<file path="src/rtl/tekst_pkg.sv">
// tekst_pkg: constants shared by the text-scroll controller front end
package tekst_pkg;
  localparam int CLK_HZ = 24_000_000;
  localparam int DEB_CYCLES_DFLT = CLK_HZ / 100;
  localparam int BTN_PAUSE   = 0;
  localparam int BTN_REVERSE = 1;
  localparam int BTN_FASTER  = 2;
  localparam int BTN_SLOWER  = 3;
  localparam int BTN_LONGER  = 4;
  localparam int BTN_SHORTER = 5;
  typedef enum logic [1:0] {
    S_LO       = 2'd0,
    S_RISE_CHK = 2'd1,
    S_HI       = 2'd2,
    S_FALL_CHK = 2'd3
  } deb_state_e;
  function automatic int max2(input int a, input int b);
    return (a > b) ? a : b;
  endfunction
endpackage

</file>
<file path="src/rtl/button_debounce_if.sv">
// button_debounce_if: raw button pins in, debounced levels and strobes out
interface button_debounce_if #(
  parameter int N_BTN = 6
);
  logic [N_BTN-1:0] btn_raw;
  logic [N_BTN-1:0] btn_level;
  logic [N_BTN-1:0] btn_rise;
  logic [N_BTN-1:0] btn_fall;
  modport master (output btn_raw, input btn_level, btn_rise, btn_fall);
  modport slave (input btn_raw, output btn_level, btn_rise, btn_fall);
endinterface

</file>
<file path="src/rtl/button_debounce_ch.sv">
// debounce_ch: one channel - 2-FF synchroniser, debounce FSM, optional auto-repeat (BUTTON_DEBOUNCE_REPEAT_EN)
module debounce_ch
  import tekst_pkg::*;
#(
  parameter int DEB_CYCLES = DEB_CYCLES_DFLT,
  parameter int CNT_W      = 18
`ifdef BUTTON_DEBOUNCE_REPEAT_EN
  ,
  parameter int REPEAT_DELAY  = 12_000_000,
  parameter int REPEAT_PERIOD = 4_800_000,
  parameter bit REPEAT_ON     = 1'b0
`endif
) (
  input  logic clk,
  input  logic rst,
  input  logic raw_i,
  output logic level_o,
  output logic rise_o,
  output logic fall_o
);
  logic sync1_q, sync2_q;
  deb_state_e state_q, state_d;
  logic [CNT_W-1:0] cnt_q, cnt_d;
  logic level_q, level_d, rise_q, rise_d, fall_q, fall_d;
  logic done, rep;
  assign done = cnt_q == CNT_W'(DEB_CYCLES - 1);
`ifdef BUTTON_DEBOUNCE_REPEAT_EN
  localparam int RCW = $clog2(max2(REPEAT_DELAY, REPEAT_PERIOD) + 1);
  logic [RCW-1:0] rcnt_q, rcnt_d;
  logic rnext_q, rnext_d, stay;
  // rnext_q selects the period once the first (longer) delay has fired
  always_comb begin
    stay    = state_q == S_HI && sync2_q;
    rep     = REPEAT_ON && stay &&
              rcnt_q == (rnext_q ? RCW'(REPEAT_PERIOD - 1) : RCW'(REPEAT_DELAY - 1));
    rcnt_d  = (!stay || rep) ? '0 : rcnt_q + 1'b1;
    rnext_d = !stay ? 1'b0 : (rep ? 1'b1 : rnext_q);
  end
  always_ff @(posedge clk) begin
    if (rst) begin
      rcnt_q  <= '0;
      rnext_q <= 1'b0;
    end else begin
      rcnt_q  <= rcnt_d;
      rnext_q <= rnext_d;
    end
  end
`else
  assign rep = 1'b0;
`endif
  always_comb begin
    state_d = state_q;
    cnt_d   = '0;
    level_d = level_q;
    rise_d  = rep;
    fall_d  = 1'b0;
    unique case (state_q)
      S_LO: if (sync2_q) begin
        state_d = S_RISE_CHK;
        cnt_d   = CNT_W'(1);
      end
      S_RISE_CHK: if (!sync2_q) state_d = S_LO;
      else if (done) begin
        state_d = S_HI;
        level_d = 1'b1;
        rise_d  = 1'b1;
      end else cnt_d = cnt_q + 1'b1;
      S_HI: if (!sync2_q) begin
        state_d = S_FALL_CHK;
        cnt_d   = CNT_W'(1);
      end
      S_FALL_CHK: if (sync2_q) state_d = S_HI;
      else if (done) begin
        state_d = S_LO;
        level_d = 1'b0;
        fall_d  = 1'b1;
      end else cnt_d = cnt_q + 1'b1;
      default: state_d = S_LO;
    endcase
  end
  always_ff @(posedge clk) begin
    if (rst) begin
      sync1_q <= 1'b0;
      sync2_q <= 1'b0;
      state_q <= S_LO;
      cnt_q   <= '0;
      level_q <= 1'b0;
      rise_q  <= 1'b0;
      fall_q  <= 1'b0;
    end else begin
      sync1_q <= raw_i;
      sync2_q <= sync1_q;
      state_q <= state_d;
      cnt_q   <= cnt_d;
      level_q <= level_d;
      rise_q  <= rise_d;
      fall_q  <= fall_d;
    end
  end
  assign level_o = level_q;
  assign rise_o  = rise_q;
  assign fall_o  = fall_q;
endmodule

</file>
<file path="src/rtl/button_debounce.sv">
// button_debounce: N_BTN independent debounced channels; auto-repeat under BUTTON_DEBOUNCE_REPEAT_EN
module button_debounce
  import tekst_pkg::*;
#(
  parameter int               N_BTN         = 6,
  parameter int               DEB_CYCLES    = DEB_CYCLES_DFLT,
  parameter int               CNT_W         = 18,
  parameter int               REPEAT_DELAY  = 12_000_000,
  parameter int               REPEAT_PERIOD = 4_800_000,
  parameter logic [N_BTN-1:0] REPEAT_MASK   = 6'b001100
) (
  input logic              clk,
  input logic              rst,
  button_debounce_if.slave btn_if
);
  logic [N_BTN-1:0] level, rise, fall;
  if (DEB_CYCLES < 2 || 2 ** CNT_W <= DEB_CYCLES || REPEAT_DELAY < 1 || REPEAT_PERIOD < 1 ||
      $bits(REPEAT_MASK) != N_BTN) begin : g_bad_cfg
    $error("button_debounce: invalid parameter set");
  end
  for (genvar i = 0; i < N_BTN; i++) begin : g_ch
    debounce_ch #(
      .DEB_CYCLES(DEB_CYCLES),
      .CNT_W     (CNT_W)
`ifdef BUTTON_DEBOUNCE_REPEAT_EN
      ,
      .REPEAT_DELAY (REPEAT_DELAY),
      .REPEAT_PERIOD(REPEAT_PERIOD),
      .REPEAT_ON    (REPEAT_MASK[i])
`endif
    ) u_ch (
      .clk    (clk),
      .rst    (rst),
      .raw_i  (btn_if.btn_raw[i]),
      .level_o(level[i]),
      .rise_o (rise[i]),
      .fall_o (fall[i])
    );
  end
  assign btn_if.btn_level = level;
  assign btn_if.btn_rise  = rise;
  assign btn_if.btn_fall  = fall;
endmodule
</file>
<file path="src/flat_wrapper.sv">
// flat-port wrapper written by rule: the top's interface ports become plain ports
module button_debounce_flat import tekst_pkg::*;
#(
  parameter int               N_BTN         = 6,
  parameter int               DEB_CYCLES    = DEB_CYCLES_DFLT,
  parameter int               CNT_W         = 18,
  parameter int               REPEAT_DELAY  = 12_000_000,
  parameter int               REPEAT_PERIOD = 4_800_000,
  parameter logic [N_BTN-1:0] REPEAT_MASK   = 6'b001100
)
  (clk, rst, btn_if_btn_raw, btn_if_btn_level, btn_if_btn_rise, btn_if_btn_fall);
  button_debounce_if #(.N_BTN(N_BTN)) btn_if_i ();
  input logic clk;
  input logic rst;
  input wire logic [$bits(btn_if_i.btn_raw)-1:0] btn_if_btn_raw;
  output wire logic [$bits(btn_if_i.btn_level)-1:0] btn_if_btn_level;
  output wire logic [$bits(btn_if_i.btn_rise)-1:0] btn_if_btn_rise;
  output wire logic [$bits(btn_if_i.btn_fall)-1:0] btn_if_btn_fall;
  assign btn_if_i.btn_raw = btn_if_btn_raw;
  assign btn_if_btn_level = btn_if_i.btn_level;
  assign btn_if_btn_rise = btn_if_i.btn_rise;
  assign btn_if_btn_fall = btn_if_i.btn_fall;
  button_debounce #(.N_BTN(N_BTN), .DEB_CYCLES(DEB_CYCLES), .CNT_W(CNT_W), .REPEAT_DELAY(REPEAT_DELAY), .REPEAT_PERIOD(REPEAT_PERIOD), .REPEAT_MASK(REPEAT_MASK)) u_core (.clk(clk), .rst(rst), .btn_if(btn_if_i));
endmodule
</file>
<file path="config.mk">
export PLATFORM = sky130hd
export DESIGN_NAME = button_debounce_flat
export DESIGN_NICKNAME = d
export VERILOG_FILES = /design/src/rtl/tekst_pkg.sv /design/src/rtl/button_debounce_if.sv /design/src/rtl/button_debounce_ch.sv /design/src/rtl/button_debounce.sv /design/src/flat_wrapper.sv
export SDC_FILE = /design/constraint.sdc
export NUM_CORES = 1
export LEC_CHECK = 0
export CORE_MARGIN = 2
export CORE_UTILIZATION = 38
export CTS_CLUSTER_SIZE = 16
export DETAILED_ROUTE_END_ITERATION = 16
export GPL_ROUTABILITY_DRIVEN = 0
export GPL_TIMING_DRIVEN = 0
export PLACE_DENSITY_LB_ADDON = 0.3
export SLEW_MARGIN = 5
export SYNTH_ARGS = -nofsm -noshare
export SYNTH_HDL_FRONTEND = slang
export SYNTH_HIERARCHICAL = 1
export SYNTH_SLANG_ARGS = --single-unit
</file>
<file path="constraint.sdc">
create_clock -name clk -period 2.3 [get_ports clk]
set_input_delay 0.23 -clock clk [delete_from_list [all_inputs] [get_ports clk]]
set_output_delay 0.23 -clock clk [all_outputs]
set_load 0.01 [all_outputs]
</file>
==> results of run 1 <==
-- layout make-up --
class | instances | share of cell area
buffer | 16 | 0.00905
clock buffer | 20 | 0.0614
clock inverter | 12 | 0.0168
inverter | 24 | 0.0118
multi-input combinational | 537 | 0.438
sequential | 150 | 0.395
tap | 220 | 0.0362
timing repair buffer | 25 | 0.0322
-- worst register-to-register path, stage by stage, from the launching register on --
cell and delay [ns]:
dfxtp_1 0.37, nor4b_1 0.50, nand3_1 0.26, o21ai_2 0.35, clkbuf_1 0.42, nor2_1 0.10
-- stage by stage --
stage / setup WS [ns] / TNS [ns] / util
3_3_place_gp: -0.710 / -50.04 / 0.421
6_report: 0.175 / 0 / 0.457
5_1_grt: 0.00555 / 0 / 0.457
2_1_floorplan: 0.566 / 0 / -
3_5_place_dp: 0.101 / 0 / 0.420
4_1_cts: 0.0980 / 0 / 0.456
-- routing by layer --
| metal | up-vias | global-route usage | part of all wire |
|---|---|---|---|
| li1 | 2696 | - | - |
| met1 | 2345 | 0.190 | 0.52 |
| met2 | 38 | 0.234 | 0.43 |
| met3 | 18 | 0.0383 | 0.025 |
| met4 | 0 | 0.0591 | 0.017 |
| met5 | - | 0 | 0 |
-- cells in the final DEF (no fill, tap or decap), types with 6 or more instances in the layout --
cell and instances:
a21o_1 6, a21oi_1 37, a31oi_1 12, and2_1 6, and3_1 14, and4_1 16
buf_2 7, clkbuf_1 9, clkbuf_16 17, clkdlybuf4s50_1 24, dfxtp_1 150, ha_1 6
inv_1 24, nand2_1 44, nand2b_1 8, nand3_1 39, nand4_1 21, nand4_4 6
nor2_1 83, nor2b_1 13, nor3_1 23, nor4_1 23, nor4b_1 6, nor4bb_1 6
o21ai_0 37, or3_1 20, or4_1 12, xnor2_1 56, xor2_1 21
-- worst paths after layout --
path / cells past startpoint / slack [ns] / endpoint / startpoint
worst max-delay path: 5 / 0.17 / u_core/g_ch[0].u_ch/cnt_q[12] / u_core/g_ch[0].u_ch/cnt_q[7]
worst max register to register: 5 / 0.17 / u_core/g_ch[0].u_ch/cnt_q[12] / u_core/g_ch[0].u_ch/cnt_q[7]
worst min register to register: 1 / 0.43 / u_core/g_ch[0].u_ch/sync2_q / u_core/g_ch[0].u_ch/sync1_q
worst min-delay path: 2 / 0.34 / u_core/g_ch[2].u_ch/sync2_q / rst
-- repair_timing --
action,CTS,global route
setup buffers,0,0
gates resized for setup,0,6
endpoints found under the setup margin,0,40
-- sequential cells by signal, indices dropped and copies added (netlist names), named ones only --
name,count
u_core/g_ch.u_ch/sync2_q,6
u_core/g_ch.u_ch/level_o,6
u_core/g_ch.u_ch/rise_o,6
u_core/g_ch.u_ch/cnt_q,108
u_core/g_ch.u_ch/fall_o,6
u_core/g_ch.u_ch/state_q,6
u_core/g_ch.u_ch/sync1_q,6
-- kinds of logic after synthesis --
family                     after synthesis  synth area share
buffers and inverters                   40            0.0243
adders and majority gates                6            0.0116
xor gates and xnor gates                77             0.104
DFF                                    150             0.464
and+or+nand+nor                        351             0.309
AOI/OAI and AO/OA                      103            0.0871
-- report_power, final --
group	switching (mW)	total, mW	internal (mW)
combinational	0.0397	0.0879	0.0482
sequential	0.0201	2.64	2.62
clock	1.06	2.74	1.68
total	1.12	5.47	4.35
==> impl_metrics.env, run 1 <==
export IMPL_outcome="finished, final reports clean"
export IMPL_wl_um=12300
export IMPL_cts_root_buf="clkbuf_16"
export IMPL_synth_most_common_cell="dfxtp_1"
export IMPL_synthTopCellsByCount="dfxtp_1 (150), nor2_1 (83), xnor2_1 (56)"
export IMPL_worst_setup_path_type="register to register"
export IMPL_antenna_found_initial=0
export IMPL_whs_ns=0.345
export IMPL_ys_async_sr_fraction=0
export IMPL_clk_latency_ns=0.42
export IMPL_grt_pass1_vias=4805
export IMPL_slowest_delay_ns=0.50
export IMPL_grt_setup_unrepaired="false"
export IMPL_dp_hpwl_um=8360
export IMPL_rows=47
export IMPL_relSlewSlack=0.549
export IMPL_leakage_nw=2.31
export IMPL_path_clk_slew_ns=0.06
export IMPL_yosys_area_top_type="dfxtp_1"
export IMPL_setup_viol=0
export IMPL_vias=5097
export IMPL_grt_start_max_net_pins=37
export IMPL_core_um2=16600
export IMPL_cp_num_buf_inv=1
export IMPL_cts_tree="built"
export IMPL_startpoint_type="register"
export IMPL_finClkSkew_ns=0.00644
export IMPL_avgSynthCellArea_um2=8.91
export IMPL_htreeDepth=4
export IMPL_drtIter0Drc=239
export IMPL_netlist_area_um2=6470
export IMPL_numCtsBuffers=17
export IMPL_cts_hold_buf=0
export IMPL_grt_pass1_wl_um=21800
export IMPL_p_per_area_nw_per_um2=719
export IMPL_grt_ovfl_total=0
export IMPL_routedWlPerCell_um=12.3
export IMPL_stdcell_area_um2=7610
export IMPL_synth_top_cell_area_share=0.464
export IMPL_die_area_um2=18100
export IMPL_numPortBuffers=25
export IMPL_drtPass1Iterations=4
export IMPL_dpl_cell_count=972
export IMPL_yosysWarnings=6
export IMPL_worstPathRequired_ns=2.59
export IMPL_multiInputGateArea_um2=3330
export IMPL_grt_usage=0.147
export IMPL_ant_nets=0
export IMPL_fmax_mhz=471
export IMPL_area_delta_synth_final_pct=17.5
export IMPL_fillCellCount=1616
export IMPL_cp_top_family="simple AND/OR/NAND/NOR gates"
export IMPL_final_nets=785
export IMPL_drive_gt1_frac=0.0714
export IMPL_hp_class="primary input to register"
export IMPL_cp_cell_sequence="nor4b_1 -> nand3_1 -> o21ai_2 -> clkbuf_1 -> nor2_1"
export IMPL_die_w_um=135
export IMPL_cts_buffer_depth=2
export IMPL_drv_slew=0
export IMPL_start_util=0.389
export IMPL_synth_edf_count=0
export IMPL_clock_sinks=150
export IMPL_power_mw=5.47
export IMPL_syn_inst=727
export IMPL_ir_worst_vdd_mv=0.506
export IMPL_crit_fanout=10
export IMPL_yosys_top_cells_area="dfxtp_1 (46%), xnor2_1 (7.6%), nor2_1 (4.8%), nand3_1 (3.0%), a21oi_1 (2.9%)"
export IMPL_fp_dieH_um=135
export IMPL_fin_crit_ns=2.13
export IMPL_yosysUniqueCellTypes=32
export IMPL_vias_per_cell=5.08
export IMPL_synthFlopType="dfxtp_1"
export IMPL_drv_cap=0
export IMPL_layout_cells_non_filler=1004
export IMPL_period_share=0.924
export IMPL_synth_seq_cells=150
export IMPL_crit_arrival_ns=2.41
export IMPL_route_detailed_drc=0
export IMPL_tightestPinTransition_ns=0.676
export IMPL_hold_viol=0
export IMPL_seqCellArea_um2=3000
export IMPL_critPathCaptureType="register"
export IMPL_synth_nets=741
export IMPL_cp_slowest_cell="nor4b_1"
export IMPL_num_antenna_cells=0
export IMPL_yosysSeqAreaShare=0.464
export IMPL_io_pins=26
export IMPL_dpl_cell_area_um2=7000
(Power assumes the default switching activity.)
==> inputs of run 2 (changes only) <==
Settings changed: CORE_UTILIZATION 38 to 44.
==> run 2 against run 1 <==
Cell area increased by 0.39%; fmax grew 2.2%; routed wire length rose by 2.6%; die area down 13%; register-to-register slack gained 0.05 ns; sequential power about the same; critical path type unchanged; clock skew fell by 0.00085 ns; cell count is 3.6% lower; utilization up 7.0 points; sequential cell count is the same.
==> impl_metrics.env, run 2 (synthesized netlist as in run 1, its figures left out) <==
export IMPL_grt_pass1_vias=5042
export IMPL_numPortBuffers=25
export IMPL_drtPass1Iterations=4
export IMPL_clk_latency_ns=0.42
export IMPL_grt_pass1_wl_um=22200
export IMPL_final_cell_mix="dfxtp_1 (150), nor2_1 (83), xnor2_1 (56)"
export IMPL_dp_hpwl_um=8800
export IMPL_startpoint_type="register"
export IMPL_relSlewSlack=0.546
export IMPL_critPathCaptureType="register"
export IMPL_crit_fanout=10
export IMPL_period_share=0.904
export IMPL_r2r_cells=5
export IMPL_timing_setup_tns_ns=0
export IMPL_holdPathEnd="u_core/g_ch[4].u_ch/sync2_q"
export IMPL_finClkSkew_ns=0.00560
export IMPL_r2r_slack_ns=0.22
export IMPL_crit_arrival_ns=2.37
export IMPL_io_pins=26
export IMPL_numCtsBuffers=17
export IMPL_worst_setup_path_type="register to register"
export IMPL_ir_worst_vdd_mv=0.530
export IMPL_grt_start_max_net_pins=37
export IMPL_worstPathRequired_ns=2.59
export IMPL_drv_slew=0
export IMPL_cts_setup_buffers=0
export IMPL_post_place_ws_ns=-0.722
export IMPL_antenna_found_initial=0
export IMPL_tightestPinTransition_ns=0.681
export IMPL_stdcell_area_um2=7640
export IMPL_fin_util=0.527
export IMPL_core_um2=14500
export IMPL_drive_gt1_frac=0.0714
export IMPL_vias_per_cell=5.41
export IMPL_p_per_area_nw_per_um2=758
export IMPL_wl_um=12600
export IMPL_cts_tree="built"
export IMPL_final_nets=785
export IMPL_rows=44
export IMPL_num_antenna_cells=0
export IMPL_clock_sinks=150
export IMPL_grt_setup_unrepaired="false"
export IMPL_grt_usage=0.168
export IMPL_area_delta_synth_final_pct=17.9
export IMPL_hold_viol=0
export IMPL_power_mw=5.79
export IMPL_hold_start="rst"
export IMPL_hold_depth=2
export IMPL_ant_nets=0
export IMPL_htreeDepth=4
export IMPL_hp_class="primary input to register"
export IMPL_die_area_um2=15700
export IMPL_route_detailed_drc=0
export IMPL_start_util=0.447
export IMPL_routedWlPerCell_um=13.0
export IMPL_path_clk_slew_ns=0.06
export IMPL_largest_register="u_core/g_ch.u_ch/cnt_q"
export IMPL_vias=5234
export IMPL_die_w_um=125
export IMPL_fp_dieH_um=125
export IMPL_leakage_nw=2.35
export IMPL_grt_ovfl_total=0
export IMPL_fin_crit_ns=2.08
export IMPL_setup_ws_ns=0.221
export IMPL_drv_cap=0
export IMPL_cts_root_buf="clkbuf_16"
export IMPL_reg2reg_from="u_core/g_ch[1].u_ch/cnt_q[13]"
export IMPL_fmax_mhz=481
export IMPL_cts_buffer_depth=2
export IMPL_largest_reg_flops=108
export IMPL_layout_commonest_cell="dfxtp_1"
export IMPL_reg2reg_to="u_core/g_ch[1].u_ch/cnt_q[10]"
export IMPL_drtIter0Drc=302
export IMPL_setup_viol=0
export IMPL_dpl_cell_area_um2=6960
export IMPL_outcome="finished, final reports clean"
export IMPL_cp_startpoint="u_core/g_ch[1].u_ch/cnt_q[13]"
run 2: changes by cell type in the layout (fill, tap and decap cells not counted), sizes merged:
cell      delta
bufinv       +3
inv          +1
clkinv       -2
clkinvlp     -2
run 2: repair_timing:
action / CTS / global route
resized for setup: 2 / 5
pin swaps: 0 / 0
endpoints found under the setup margin: 60 / 40
hold buffers: 0 / 0
run 2: where the power goes:
group          leakage, nW  switching (mW)  internal, mW
registers             1.21          0.0212          2.62
logic                0.816          0.0404        0.0482
clock network        0.322            1.05          2.01
total                 2.35            1.11          4.68
run 2: worst max path at each step:
stage	to	cells past startpoint
final	u_core/g_ch[1].u_ch/cnt_q[10]	5
after global routing	u_core/g_ch[1].u_ch/cnt_q[4]	5
after CTS	u_core/g_ch[3].u_ch/cnt_q[12]	6
after detailed placement	u_core/g_ch[0].u_ch/cnt_q[2]	6
after global placement	u_core/g_ch[0].u_ch/cnt_q[10]	6
after floorplan	u_core/g_ch[5].u_ch/cnt_q[16]	5
run 2: layout make-up:
cell class,count,area [um2]
plain buffers,16,67.6
clock buffers,20,467
clock inverters,12,198
fillers,1332,6840
inverters,24,90.1
multi-input cells,537,3340
flip-flops and latches,150,3000
well taps,184,230
repair buffers,25,245
run 2: per-stage QoR:
step / cells / hold WS [ns]
floorplan: 727 / 0.299
global placement: 936 / 0.417
detailed placement: 936 / 0.422
CTS: 968 / 0.359
global route: 968 / 0.371
finish: 968 / 0.352
run 2: per-layer routing:
| metal | GRT usage | up-vias | share of wire |
|---|---|---|---|
| met3 | 0.0411 | 13 | 0.024 |
| li1 | - | 2698 | - |
| met2 | 0.295 | 48 | 0.50 |
| met4 | 0.0667 | 0 | 0.014 |
| met1 | 0.198 | 2475 | 0.46 |
| met5 | 0 | - | 0 |
run 2: worst max-delay path, cell delays in order, from the launching register on:
cell,delay [ns]
dfxtp_1,0.41
nor4bb_1,0.38
nand3_1,0.20
o21ai_1,0.47
clkbuf_1,0.39
nor2_1,0.10
==> inputs of run 3 (changes only) <==
Settings changed: ABC_AREA set to 1.
==> run 3 against run 2 <==
Combinational power grew 22%; non-clock buffer count shrank 10; synthesized cell count grew 49%; utilization shrank 0.73 points; fmax grew 19%; clock power shrank 4%; sequential share of layout area shrank 4.6 points; hold slack lost 0.027 ns; sequential cell count is the same; clock-buffer cell count grew 2; sequential power is essentially flat; highest routed layer unchanged.
==> impl_metrics.env, run 3 <==
export IMPL_drv_cap=0
export IMPL_io_pins=26
export IMPL_yosysSeqAreaShare=0.400
export IMPL_drtIter0Drc=398
export IMPL_slowest_delay_ns=0.45
export IMPL_grt_ovfl_total=0
export IMPL_numCtsBuffers=17
export IMPL_synth_most_common_cell="nand2_1"
export IMPL_die_area_um2=18100
export IMPL_yosysWarnings=6
export IMPL_startpoint_type="register"
export IMPL_vias=6590
export IMPL_critPathCaptureType="register"
export IMPL_synth_edf_count=0
export IMPL_ant_nets=0
export IMPL_tightestPinTransition_ns=0.722
export IMPL_rows=47
export IMPL_drtPass1Iterations=5
export IMPL_yosys_top_cells_area="dfxtp_1 (40%), nand2_1 (13%), nor2_1 (10%), inv_1 (7.2%), nor3_1 (4.2%)"
export IMPL_synthTopCellsByCount="nand2_1 (254), nor2_1 (202), dfxtp_1 (150)"
export IMPL_cp_top_family="simple AND/OR/NAND/NOR gates"
export IMPL_timing_setup_tns_ns=0
export IMPL_cts_setup_buffers=0
export IMPL_internal_power_mw=4.54
export IMPL_layout_commonest_cell="nand2_1"
export IMPL_largest_register="u_core/g_ch.u_ch/cnt_q"
export IMPL_yosys_area_top_type="dfxtp_1"
export IMPL_start_util=0.451
export IMPL_leakage_nw=3.03
export IMPL_largest_reg_flops=108
export IMPL_antenna_found_initial=0
export IMPL_drv_slew=0
export IMPL_p_switching_mw=1.16
export IMPL_num_antenna_cells=0
export IMPL_area_delta_synth_final_pct=15.4
export IMPL_worst_setup_path_type="register to register"
export IMPL_cp_cell_sequence="ha_1 -> inv_1 -> nor3_4 -> nand3_4 -> nand3_4 -> buf_12 -> nor2_2"
export IMPL_period_share=0.758
export IMPL_grt_usage=0.179
export IMPL_cts_tree="built"
export IMPL_worstPathRequired_ns=2.61
export IMPL_drive_gt1_frac=0.0976
export IMPL_wl_um=15000
export IMPL_synth_top_cell_area_share=0.400
export IMPL_synthFlopType="dfxtp_1"
export IMPL_grt_pass1_vias=6089
export IMPL_relSlewSlack=0.519
export IMPL_die_w_um=135
export IMPL_clock_sinks=150
export IMPL_finClkSkew_ns=0.00819
export IMPL_ir_worst_vdd_mv=0.550
export IMPL_route_detailed_drc=0
export IMPL_grt_pass1_wl_um=26800
export IMPL_crit_fanout=10
export IMPL_routedWlPerCell_um=11.1
export IMPL_numPortBuffers=25
export IMPL_seqPwrFrac=0.465
export IMPL_path_clk_slew_ns=0.06
export IMPL_cpMostUsedCell="nand3_4"
export IMPL_fillCellCount=1642
export IMPL_netlist_area_um2=7500
export IMPL_grt_start_max_net_pins=33
export IMPL_dpl_cell_area_um2=8020
export IMPL_stdcell_area_um2=8660
export IMPL_ys_async_sr_fraction=0
export IMPL_cts_buffer_depth=2
export IMPL_dp_hpwl_um=10900
export IMPL_grt_setup_unrepaired="false"
export IMPL_setup_viol=0
export IMPL_avgSynthCellArea_um2=6.95
export IMPL_cts_hold_buf=0
export IMPL_cp_slowest_cell="dfxtp_1"
export IMPL_synth_seq_cells=150
export IMPL_p_comb_frac=0.019
export IMPL_final_nets=1138
export IMPL_vias_per_cell=4.86
export IMPL_final_cell_mix="nand2_1 (254), nor2_1 (202), dfxtp_1 (150)"
export IMPL_htreeDepth=4
export IMPL_fp_dieH_um=135
export IMPL_cts_root_buf="clkbuf_16"
export IMPL_fin_crit_ns=1.74
export IMPL_p_per_area_nw_per_um2=659
export IMPL_synth_nets=1094
export IMPL_yosysUniqueCellTypes=28
export IMPL_clockPowerShare=0.516
export IMPL_core_um2=16600
export IMPL_fmax_mhz=574
export IMPL_switching_share=0.204
export IMPL_outcome="finished, final reports clean"
export IMPL_hold_viol=0
export IMPL_clk_latency_ns=0.42
export IMPL_cts_resized_gates=0
export IMPL_syn_inst=1080
export IMPL_crit_arrival_ns=2.05
export IMPL_hp_class="primary input to register"
export IMPL_cp_num_buf_inv=2
run 3: per-stage QoR:
step | power [mW] | instances | setup slack [ns] | hold WS (ns) | utilization
after floorplan | 2.77 | 1080 | 0.820 | 0.301 | -
after global placement | 2.82 | 1325 | -0.204 | 0.395 | 0.482
after detailed placement | 2.82 | 1325 | 0.569 | 0.398 | 0.482
after CTS | 5.78 | 1357 | 0.554 | 0.311 | 0.520
after global routing | 5.92 | 1357 | 0.453 | 0.327 | 0.520
final | 5.71 | 1357 | 0.557 | 0.325 | 0.520
run 3: cell type report:
cell class | instances | area (um2) | share of cell area
Buffer | 6 | 85.1 | 0.00983
Clock buffer | 22 | 464 | 0.0536
Clock inverter | 10 | 169 | 0.0195
Inverter | 144 | 541 | 0.0624
Multi-Input combinational cell | 780 | 3870 | 0.448
Sequential cell | 150 | 3000 | 0.347
Tap cell | 220 | 275 | 0.0318
Timing Repair Buffer | 25 | 245 | 0.0283
run 3: logic make-up after synthesis:
| logic type | Yosys count | share of synthesized area |
|---|---|---|
| buf+inv | 150 | 0.0834 |
| fa+ha+maj | 6 | 0.0100 |
| xor+xnor | 36 | 0.0420 |
| simple gates | 680 | 0.422 |
| compound gates | 58 | 0.0427 |
| flops | 150 | 0.400 |
run 3: power by group through the flow:
stage	Combinational [mW]	Sequential, mW	Clock, mW
global placement	0.109	2.71	0
floorplan	0.0742	2.70	0
CTS	0.109	2.65	3.03
finish	0.108	2.65	2.95
global route	0.127	2.65	3.14
detailed placement	0.108	2.71	0
run 3: path summary, 6_finish.rpt:
| check | slack, ns | start | to | cells past startpoint |
|---|---|---|---|---|
| min reg2reg | 0.40 | u_core/g_ch[4].u_ch/sync1_q | u_core/g_ch[4].u_ch/sync2_q | 2 |
| max | 0.56 | u_core/g_ch[5].u_ch/cnt_q[0] | u_core/g_ch[5].u_ch/cnt_q[3] | 7 |
| min | 0.33 | btn_if_btn_raw[3] | u_core/g_ch[3].u_ch/sync1_q | 3 |
| max reg2reg | 0.56 | u_core/g_ch[5].u_ch/cnt_q[0] | u_core/g_ch[5].u_ch/cnt_q[3] | 7 |
run 3: worst register-to-register path: cells and delay by family, from the launching register on:
| kind | cells | cell delay (ns) |
|---|---|---|
| simple gates | 4 | 0.68 |
| buf+inv | 2 | 0.26 |
| flops | 1 | 0.45 |
| fa+ha+maj | 1 | 0.25 |
run 3: per-layer routing:
layer | vias up | routed length [um] | GRT usage
met4 | 0 | 133 | 0.0544
li1 | 3519 | - | -
met5 | - | 0 | 0
met3 | 9 | 467 | 0.0417
met2 | 91 | 6750 | 0.287
met1 | 2971 | 7660 | 0.239
